### config.mk
export PLATFORM = sky130hd
export DESIGN_NAME = muldiv_unit
export DESIGN_NICKNAME = d
export VERILOG_FILES = /design/src/rtl/muldiv_unit_pkg.sv /design/src/rtl/muldiv_unit.sv
export SDC_FILE = /design/constraint.sdc
export NUM_CORES = 1
export LEC_CHECK = 0
export ABC_CLOCK_PERIOD_IN_PS = 4600
export CORE_MARGIN = 2
export CORE_UTILIZATION = 55
export DETAILED_ROUTE_END_ITERATION = 10
export PLACE_DENSITY = 0.89
export SLEW_MARGIN = 40
export SYNTH_ARGS = -nofsm -noshare
export SYNTH_HDL_FRONTEND = slang
export SYNTH_SLANG_ARGS = --single-unit
### constraint.sdc
create_clock -name clk -period 4.6 [get_ports clk]
set_clock_uncertainty 0.05 [all_clocks]
set_input_delay 0.69 -clock clk [delete_from_list [all_inputs] [get_ports clk]]
set_output_delay 0.69 -clock clk [all_outputs]
set_load 0.02 [all_outputs]
### src/rtl/muldiv_unit_pkg.sv
// Shared definitions for the iterative multiply/divide unit: operation codes,
// FSM state encoding and operand-class helpers.
package muldiv_unit_pkg;

  localparam int MD_WORD = 32;

  localparam logic [2:0] MD_MULT  = 3'd0;
  localparam logic [2:0] MD_MULTU = 3'd1;
  localparam logic [2:0] MD_DIV   = 3'd2;
  localparam logic [2:0] MD_DIVU  = 3'd3;
  localparam logic [2:0] MD_MTHI  = 3'd4;
  localparam logic [2:0] MD_MTLO  = 3'd5;

  typedef enum logic [1:0] {
    ST_IDLE = 2'd0,
    ST_RUN  = 2'd1,
    ST_FIX  = 2'd2,
    ST_DONE = 2'd3
  } md_state_e;

  function automatic logic is_signed_op(input logic [2:0] op);
    return (op == MD_MULT) || (op == MD_DIV);
  endfunction

  function automatic logic is_div_op(input logic [2:0] op);
    return (op == MD_DIV) || (op == MD_DIVU);
  endfunction

endpackage

### src/rtl/muldiv_unit.sv
// Iterative multiply/divide unit: one FSM driving a shared double-width shift
// register (shift-add multiply, restoring divide), with sign fix-up and HI/LO.
module muldiv_unit
  import muldiv_unit_pkg::*;
#(
  parameter int WORD = MD_WORD
) (
  input  logic            clk,
  input  logic            rst_n,
  input  logic            start,
  input  logic [2:0]      op,
  input  logic [WORD-1:0] A,
  input  logic [WORD-1:0] B,
  input  logic            flush,
  output logic            busy,
  output logic            done,
  output logic [WORD-1:0] hi,
  output logic [WORD-1:0] lo,
  output logic            div_zero
);

  localparam int CW = $clog2(WORD + 1);

  md_state_e         state_q, state_d;
  logic [CW-1:0]     cnt_q, cnt_d;
  logic [2*WORD-1:0] acc_q, acc_d;
  logic [WORD-1:0]   opb_q, opb_d;
  logic              is_div_q, is_div_d;
  logic              neg_res_q, neg_res_d;
  logic              neg_rem_q, neg_rem_d;
  logic              dz_q, dz_d;
  logic [WORD-1:0]   hi_q, hi_d;
  logic [WORD-1:0]   lo_q, lo_d;
  logic              div_zero_q, div_zero_d;
  logic              busy_q, busy_d;
  logic              done_q, done_d;

  logic              sa_s, sb_s, div_op_s;
  logic [WORD-1:0]   mag_a_s, mag_b_s;
  logic [WORD:0]     mul_sum_s;
  logic [2*WORD-1:0] mul_step_s, div_step_s;
  logic [WORD:0]     rem_s;
  logic              div_ge_s;
  logic [WORD-1:0]   div_diff_s;

  function automatic logic [WORD-1:0] neg_w(input logic [WORD-1:0] v);
    return {WORD{1'b0}} - v;
  endfunction

  function automatic logic [2*WORD-1:0] neg_dw(input logic [2*WORD-1:0] v);
    return {(2*WORD){1'b0}} - v;
  endfunction

  // Operand magnitudes/signs and the single-iteration datapath steps
  always_comb begin
    div_op_s   = is_div_op(op);
    sa_s       = is_signed_op(op) & A[WORD-1];
    sb_s       = is_signed_op(op) & B[WORD-1];
    mag_a_s    = sa_s ? neg_w(A) : A;
    mag_b_s    = sb_s ? neg_w(B) : B;
    // Multiply: conditional add into the upper half, then shift right with carry
    mul_sum_s  = {1'b0, acc_q[2*WORD-1:WORD]} + (acc_q[0] ? {1'b0, opb_q} : {(WORD+1){1'b0}});
    mul_step_s = {mul_sum_s, acc_q[WORD-1:1]};
    // Divide: partial remainder shifted left with the next dividend bit
    rem_s      = acc_q[2*WORD-1:WORD-1];
    div_ge_s   = rem_s >= {1'b0, opb_q};
    div_diff_s = rem_s[WORD-1:0] - opb_q;
    div_step_s = {(div_ge_s ? div_diff_s : rem_s[WORD-1:0]), acc_q[WORD-2:0], div_ge_s};
  end

  // Next-state, datapath and output register computation
  always_comb begin
    state_d    = state_q;
    cnt_d      = cnt_q;
    acc_d      = acc_q;
    opb_d      = opb_q;
    is_div_d   = is_div_q;
    neg_res_d  = neg_res_q;
    neg_rem_d  = neg_rem_q;
    dz_d       = dz_q;
    hi_d       = hi_q;
    lo_d       = lo_q;
    div_zero_d = div_zero_q;
    case (state_q)
      ST_IDLE: begin
        if (flush) begin
          state_d = ST_IDLE;
        end else if (start) begin
          case (op)
            MD_MULT, MD_MULTU, MD_DIV, MD_DIVU: begin
              acc_d      = {{WORD{1'b0}}, (div_op_s ? mag_a_s : mag_b_s)};
              opb_d      = div_op_s ? mag_b_s : mag_a_s;
              is_div_d   = div_op_s;
              neg_res_d  = sa_s ^ sb_s;
              neg_rem_d  = sa_s;
              dz_d       = div_op_s & (B == {WORD{1'b0}});
              div_zero_d = 1'b0;
              cnt_d      = {CW{1'b0}};
              state_d    = ST_RUN;
            end
            MD_MTHI: begin
              hi_d       = A;
              div_zero_d = 1'b0;
              state_d    = ST_DONE;
            end
            MD_MTLO: begin
              lo_d       = A;
              div_zero_d = 1'b0;
              state_d    = ST_DONE;
            end
            default: state_d = ST_IDLE;
          endcase
        end else begin
          state_d = ST_IDLE;
        end
      end
      ST_RUN: begin
        if (flush) begin
          state_d = ST_IDLE;
        end else if (cnt_q == CW'(WORD)) begin
          state_d = ST_FIX;
        end else begin
          acc_d = is_div_q ? div_step_s : mul_step_s;
          cnt_d = cnt_q + CW'(1);
        end
      end
      ST_FIX: begin
        if (flush) begin
          state_d = ST_IDLE;
        end else begin
          if (is_div_q) begin
            // Divide by zero reports all-ones quotient regardless of sign
            lo_d = dz_q ? {WORD{1'b1}} : (neg_res_q ? neg_w(acc_q[WORD-1:0]) : acc_q[WORD-1:0]);
            hi_d = neg_rem_q ? neg_w(acc_q[2*WORD-1:WORD]) : acc_q[2*WORD-1:WORD];
          end else begin
            {hi_d, lo_d} = neg_res_q ? neg_dw(acc_q) : acc_q;
          end
          div_zero_d = dz_q;
          state_d    = ST_DONE;
        end
      end
      ST_DONE: state_d = ST_IDLE;
      default: state_d = ST_IDLE;
    endcase
    busy_d = (state_d == ST_RUN) || (state_d == ST_FIX);
    done_d = (state_d == ST_DONE);
  end

  // State, datapath and registered outputs
  always_ff @(posedge clk or negedge rst_n) begin
    if (!rst_n) begin
      state_q    <= ST_IDLE;
      cnt_q      <= {CW{1'b0}};
      acc_q      <= {(2*WORD){1'b0}};
      opb_q      <= {WORD{1'b0}};
      is_div_q   <= 1'b0;
      neg_res_q  <= 1'b0;
      neg_rem_q  <= 1'b0;
      dz_q       <= 1'b0;
      hi_q       <= {WORD{1'b0}};
      lo_q       <= {WORD{1'b0}};
      div_zero_q <= 1'b0;
      busy_q     <= 1'b0;
      done_q     <= 1'b0;
    end else begin
      state_q    <= state_d;
      cnt_q      <= cnt_d;
      acc_q      <= acc_d;
      opb_q      <= opb_d;
      is_div_q   <= is_div_d;
      neg_res_q  <= neg_res_d;
      neg_rem_q  <= neg_rem_d;
      dz_q       <= dz_d;
      hi_q       <= hi_d;
      lo_q       <= lo_d;
      div_zero_q <= div_zero_d;
      busy_q     <= busy_d;
      done_q     <= done_d;
    end
  end

  assign busy     = busy_q;
  assign done     = done_q;
  assign hi       = hi_q;
  assign lo       = lo_q;
  assign div_zero = div_zero_q;

endmodule

# Yosys cells after proc, flatten, opt, wreduce, memory -nomap -nowiden
# Cells that the tools add are included.
# op_classes
n_reduce_logical,16
muxes,47
n_bitwise,5
eq_ne,21
magnitude_cmp,1
n_addsub,8
# ops
cell,n
2-to-1 mux 32 bit,19
2-to-1 mux 64 bit,7
case mux 32 bit (2 select lines),2
case mux 64 bit (2 select lines),1
"subtractor 1 x 32 -> 32 bit, first input constant",4
"subtractor 1 x 64 -> 64 bit, first input constant",1
adder 32 x 32 -> 33 bit,1
greater-or-equal comparator 33 x 32 -> 1 bit,1
zero test 32 bit,1
subtractor 32 bit,1
2-to-1 mux 6 bit,5
AND reduction 5 bit,3
"!= test 2 bit, second input constant",6
case mux 6 bit (2 select lines),1
2-to-1 mux 2 bit,5
"equality test 2 bit, second input constant",4
case mux 2 bit (4 select lines),1
"adder 6 x 1 -> 6 bit, second input constant",1
"equality test 3 x 2 -> 1 bit, second input constant",2
"equality test 3 bit, second input constant",2
"equality test 6 bit, second input constant",1
"!= test 2 x 1 -> 1 bit, second input constant",3
AND reduction 6 bit,1
OR reduction 6 bit,1
other kinds (15),24
# word_totals
in_bits,71
out_inout_bits,67
register_bits,175
elab_cells,111

# Depth between registers and ports, before layout
# Gate-level depths: netlist of the first run.
# depth
word_depth,9
ltp_mapped,14
depth_no_buf,13

# Least setup slack after synthesis of the first run
# OpenSTA, ideal clock, no wires.
# synth_path
path_kind,register -> register
from,register acc_q[0]
to,register acc_q[60]
arrival_ps,3167
slack_ps,1257
required_time_ps,4424
n_path_buf,1
setup_time_ps,126
period_less_slack_ps,3343
stages_incl_launch_ff,14
cell_sequence,dfrtp_1 inv_1 clkbuf_1 nor2_1 ha_1 a2111oi_0 o21ai_1 a41oi_2 a211oi_1 a221oi_2 nor2_1 a311oi_1 xnor2_1 a221o_1
# synth_via
elab_chain_cells,6
# synth_rtl
item,line_no,rtl
start: declaration,muldiv_unit.sv:26,"logic [2*WORD-1:0] acc_q, acc_d;"
start signal: assignment,muldiv_unit.sv:154,acc_q <= {(2*WORD){1'b0}};
2-to-1 mux 32 bit,muldiv_unit.sv:62,"mul_sum_s = {1'b0, acc_q[2*WORD-1:WORD]} + (acc_q[0] ? {1'b0, opb_q} : {(WORD+1){1'b0}});"
adder 32 x 32 -> 33 bit,muldiv_unit.sv:62,
2-to-1 mux 64 bit,muldiv_unit.sv:123,acc_d = is_div_q ? div_step_s : mul_step_s;
2-to-1 mux 64 bit,muldiv_unit.sv:120,end else if (cnt_q == CW'(WORD)) begin
2-to-1 mux 64 bit,muldiv_unit.sv:118,if (flush) begin
case mux 64 bit (2 select lines),muldiv_unit.sv:84,case (state_q)
# No other way between the ends. The select of a mux whose other input is x is not followed.
# A chain may end at the register's enable or synchronous reset.

# Worst setup path in the final report of the first run
# Ends and elaborated chain as after synthesis.

==> results.toml, run 1 <==
[run_status]
status = "finished, final reports clean"

[timing]
worst_slew_pin_slew_ns = 0.865
hold_violations = 0
fin_ws_ns = 0.568
drv_slew = 0
setup_viol = 0
finalSetupTns_ns = 0
fmax_mhz = 248
finalCritPeriodShare_pct = 87.6
relSlewSlack_pct = 42.2
layout_min_cycle_time_ns = 4.03
rsz0062_at_grt = "false"

[floorplan]
die_h_microns = 171
die_w_microns = 171
io_pins = 138
rows = 61
dieArea_sq_um = 29200
core-area_sq_um = 27600
start_util_pct = 55.4

[synth]
yosys.area_share.simple_pct = 20.1
synth-seq-cells = 175
ys.flop_type = "dfrtp_1"
synth_compound_area_share_pct = 27.0
synthArstFlopShare_pct = 100
synth_top_cells_by_area = "dfrtp_1, o21ai_0, ha_1, nand2_1, xnor2_1"
synthMuxAreaShare_pct = 3.73
synth_top_family_by_area = "compound AO/OA/AOI/OAI gates"
yosysTopAreaCellShare_pct = 28.6
ys.warnings.count = 0
seq_area_frac_synth_pct = 28.6
syn_nets = 2133
synth_cells = 1989
avgSynthCellArea_sq_um = 7.70
ys_types = 85
synth_edf_count = 0
synth_area_sq_um = 15300
synth_top_area_cell = "dfrtp_1"
synth-xor-area-share_pct = 9.44
synth-adder-area-share_pct = 6.06

[pwr]
clock_power_share_pct = 12.7
max-vdd-ir-drop_mv = 0.617
p_seq_share_pct = 25.4
p_switching_mw = 5.95
combPwrFrac_pct = 61.8
swShare_pct = 51.0
power_density_nw_per_um2 = 663
power.leakage_nw = 7.41
internal-power_mw = 5.71
power_mw = 11.7

[cells_and_area]
final_cell_mix = "nand2_1, o21ai_0, nor2_1"
fin_nets = 2193
drive_above_1_share_pct = 5.24
final_common_cell = "nand2_1"
antenna_cells = 0
syn_to_final_growth_pct = 14.8

[critical_path]
critPathKind = "reg2reg"
critPathLaunch = "acc_q[0]"
r2r_cells = 12
cp.arrival_ns = 4.31
reg2reg_to = "acc_q[60]"
r2r_slack_ns = 0.57
cp_data_required_time_ns = 4.88
worstPathMaxFanout = 16
critPathCaptureType = "flip-flop"
setup.worst_path.end = "acc_q[60]"
startpoint_type = "flip-flop"
reg2reg_from = "acc_q[0]"

[placed_design]
place_hpwl_mm = 43.1
pre_cts_ws_ns = 0.656
routabilityCongestion = 1.04
io_buffers = 137

[global_routing]
grtUsageTotal_pct = 38.7
grt_pass1_vias = 15000
grt_first_pass_wirelength_mm = 86.3
grt_max_degree = 96
antenna_found_initial = 0
grt_overflow = 0

[clock_network]
clk_latency_ns = 0.44
clock-root-buffer = "clkbuf_16"
cts_num_sinks = 175
cts_tree = "done"
post_cts_buffers = 0
h-tree-depth = 4
clockBufferDepth = 2
ctsHoldBuffers = 0
post_cts_resized = 0
path_clk_slew_ns = 0.08
cts_buffers = 17

[drt]
finalWirelength_mm = 57.0
drt_iter0_markers = 2179
drtPass1Iterations = 7
drc = 0
via_per_inst = 6.70
vias = 16300
wl_per_cell_microns = 23.4
postRouteAntennaNets = 0

[hold_path]
hp-class = "in2async"

[flow_run]
max_cap_viol_count = 0
==> how the worst min path moves through the flow <==
stage | slack, ns | cells after the start | end | startpoint
after floorplan | 0.34 | 0 | acc_q[0] | rst_n
after global placement | 0.41 | 2 | lo[23] | lo[23]
after detailed placement | 0.42 | 1 | lo[25] | lo[25]
after CTS | 0.26 | 1 | acc_q[35] | rst_n
after global routing | 0.03 | 1 | acc_q[44] | rst_n
final | 0.03 | 1 | acc_q[44] | rst_n
==> Yosys cell counts (12+ instances only) <==
library cell and number:
nor4_1 17, o21ai_1 18, nand3_1 38, nand2_1 234, dfrtp_1 175, o221ai_1 14
clkbuf_1 112, xor2_1 66, nor2_1 180, inv_1 75, xnor2_1 99, or3_1 25
mux2i_1 56, o22ai_1 51, nand4_1 12, nor3_1 42, a211oi_1 18, ha_1 71
a21oi_1 139, a21o_1 37, nand2b_1 15, o21ai_0 189, and3_1 20, o31ai_1 30
a31oi_1 54, and2_1 12
==> area by class of cell <==
class	count	area (sq um)
sequential	175	4380
tap	378	473
fill	2447	10000
timing repair buffer	170	1660
clock inverter	14	144
multi-input combinational	1610	10200
clock buffer	18	439
inverter	75	282
==> state kept, by name, summed over array words and instances (netlist names), 2 cells and up <==
register / count
state_q: 2
cnt_q: 6
acc_q: 64
hi: 32
opb_q: 32
lo: 32
==> cell families (layout without fill, tap and decap cells) <==
group                      Yosys count  in the layout
muxes                               57             57
and+or+nand+nor                    654            654
buffers and inverters              204            277
xor gates and xnor gates           165            165
adders and majority gates           73             73
AOI/OAI and AO/OA                  661            661
DFF                                175            175
==> routing by layer <==
metal	share of wire (%)	GRT usage, %	vias up
met5	0	0	-
met4	6.2	22.4	0
met3	13	9.48	204
met2	42	56.4	1143
met1	39	52.1	7663
li1	-	-	7331
==> metrics by stage <==
| step | hold slack, ns | instance area (sq um) | cells | util, % |
|---|---|---|---|---|
| 4_1_cts | 0.259 | 17600 | 2439 | 63.5 |
| 2_1_floorplan | 0.344 | 15300 | 1989 | - |
| 5_1_grt | 0.0279 | 17600 | 2440 | 63.6 |
| 3_5_place_dp | 0.418 | 17000 | 2407 | 61.4 |
| 6_report | 0.0333 | 17600 | 2440 | 63.6 |
| 3_3_place_gp | 0.411 | 17000 | 2407 | 61.4 |
==> worst max-delay path: stages, from the launching register on <==
cell and delay [ns]:
dfrtp_1 0.47, inv_1 0.48, nor2_1 0.11, ha_1 0.36
a2111oi_0 0.42, o21ai_1 0.22, a41oi_2 0.31, a211oi_1 0.20
a221oi_2 0.43, nor2_1 0.08, a311oi_1 0.34, xnor2_1 0.10
a221o_1 0.33
==> power by group through the flow <==
stage	Clock (mW)	Sequential, mW	Combinational [mW]
6_report	1.48	2.97	7.21
5_1_grt	1.55	3.01	7.76
4_1_cts	1.48	2.91	6.98
3_5_place_dp	0	2.94	6.94
3_3_place_gp	0	2.91	6.85
2_1_floorplan	0	2.80	4.71
Note: power is estimated with default switching activity, not from simulation.
==> run 2, diff against run 1 <==
--- a/constraint.sdc
+++ b/constraint.sdc
@@ -3,3 +3,3 @@
 set_input_delay 0.69 -clock clk [delete_from_list [all_inputs] [get_ports clk]]
 set_output_delay 0.69 -clock clk [all_outputs]
-set_load 0.02 [all_outputs]
+set_load 0.01 [all_outputs]
==> results of run 2 <==
The final DEF is identical to that of run 1. Status: finished, final reports clean.
Main changes from that run: total power 11.7 mW -> 11.5 mW
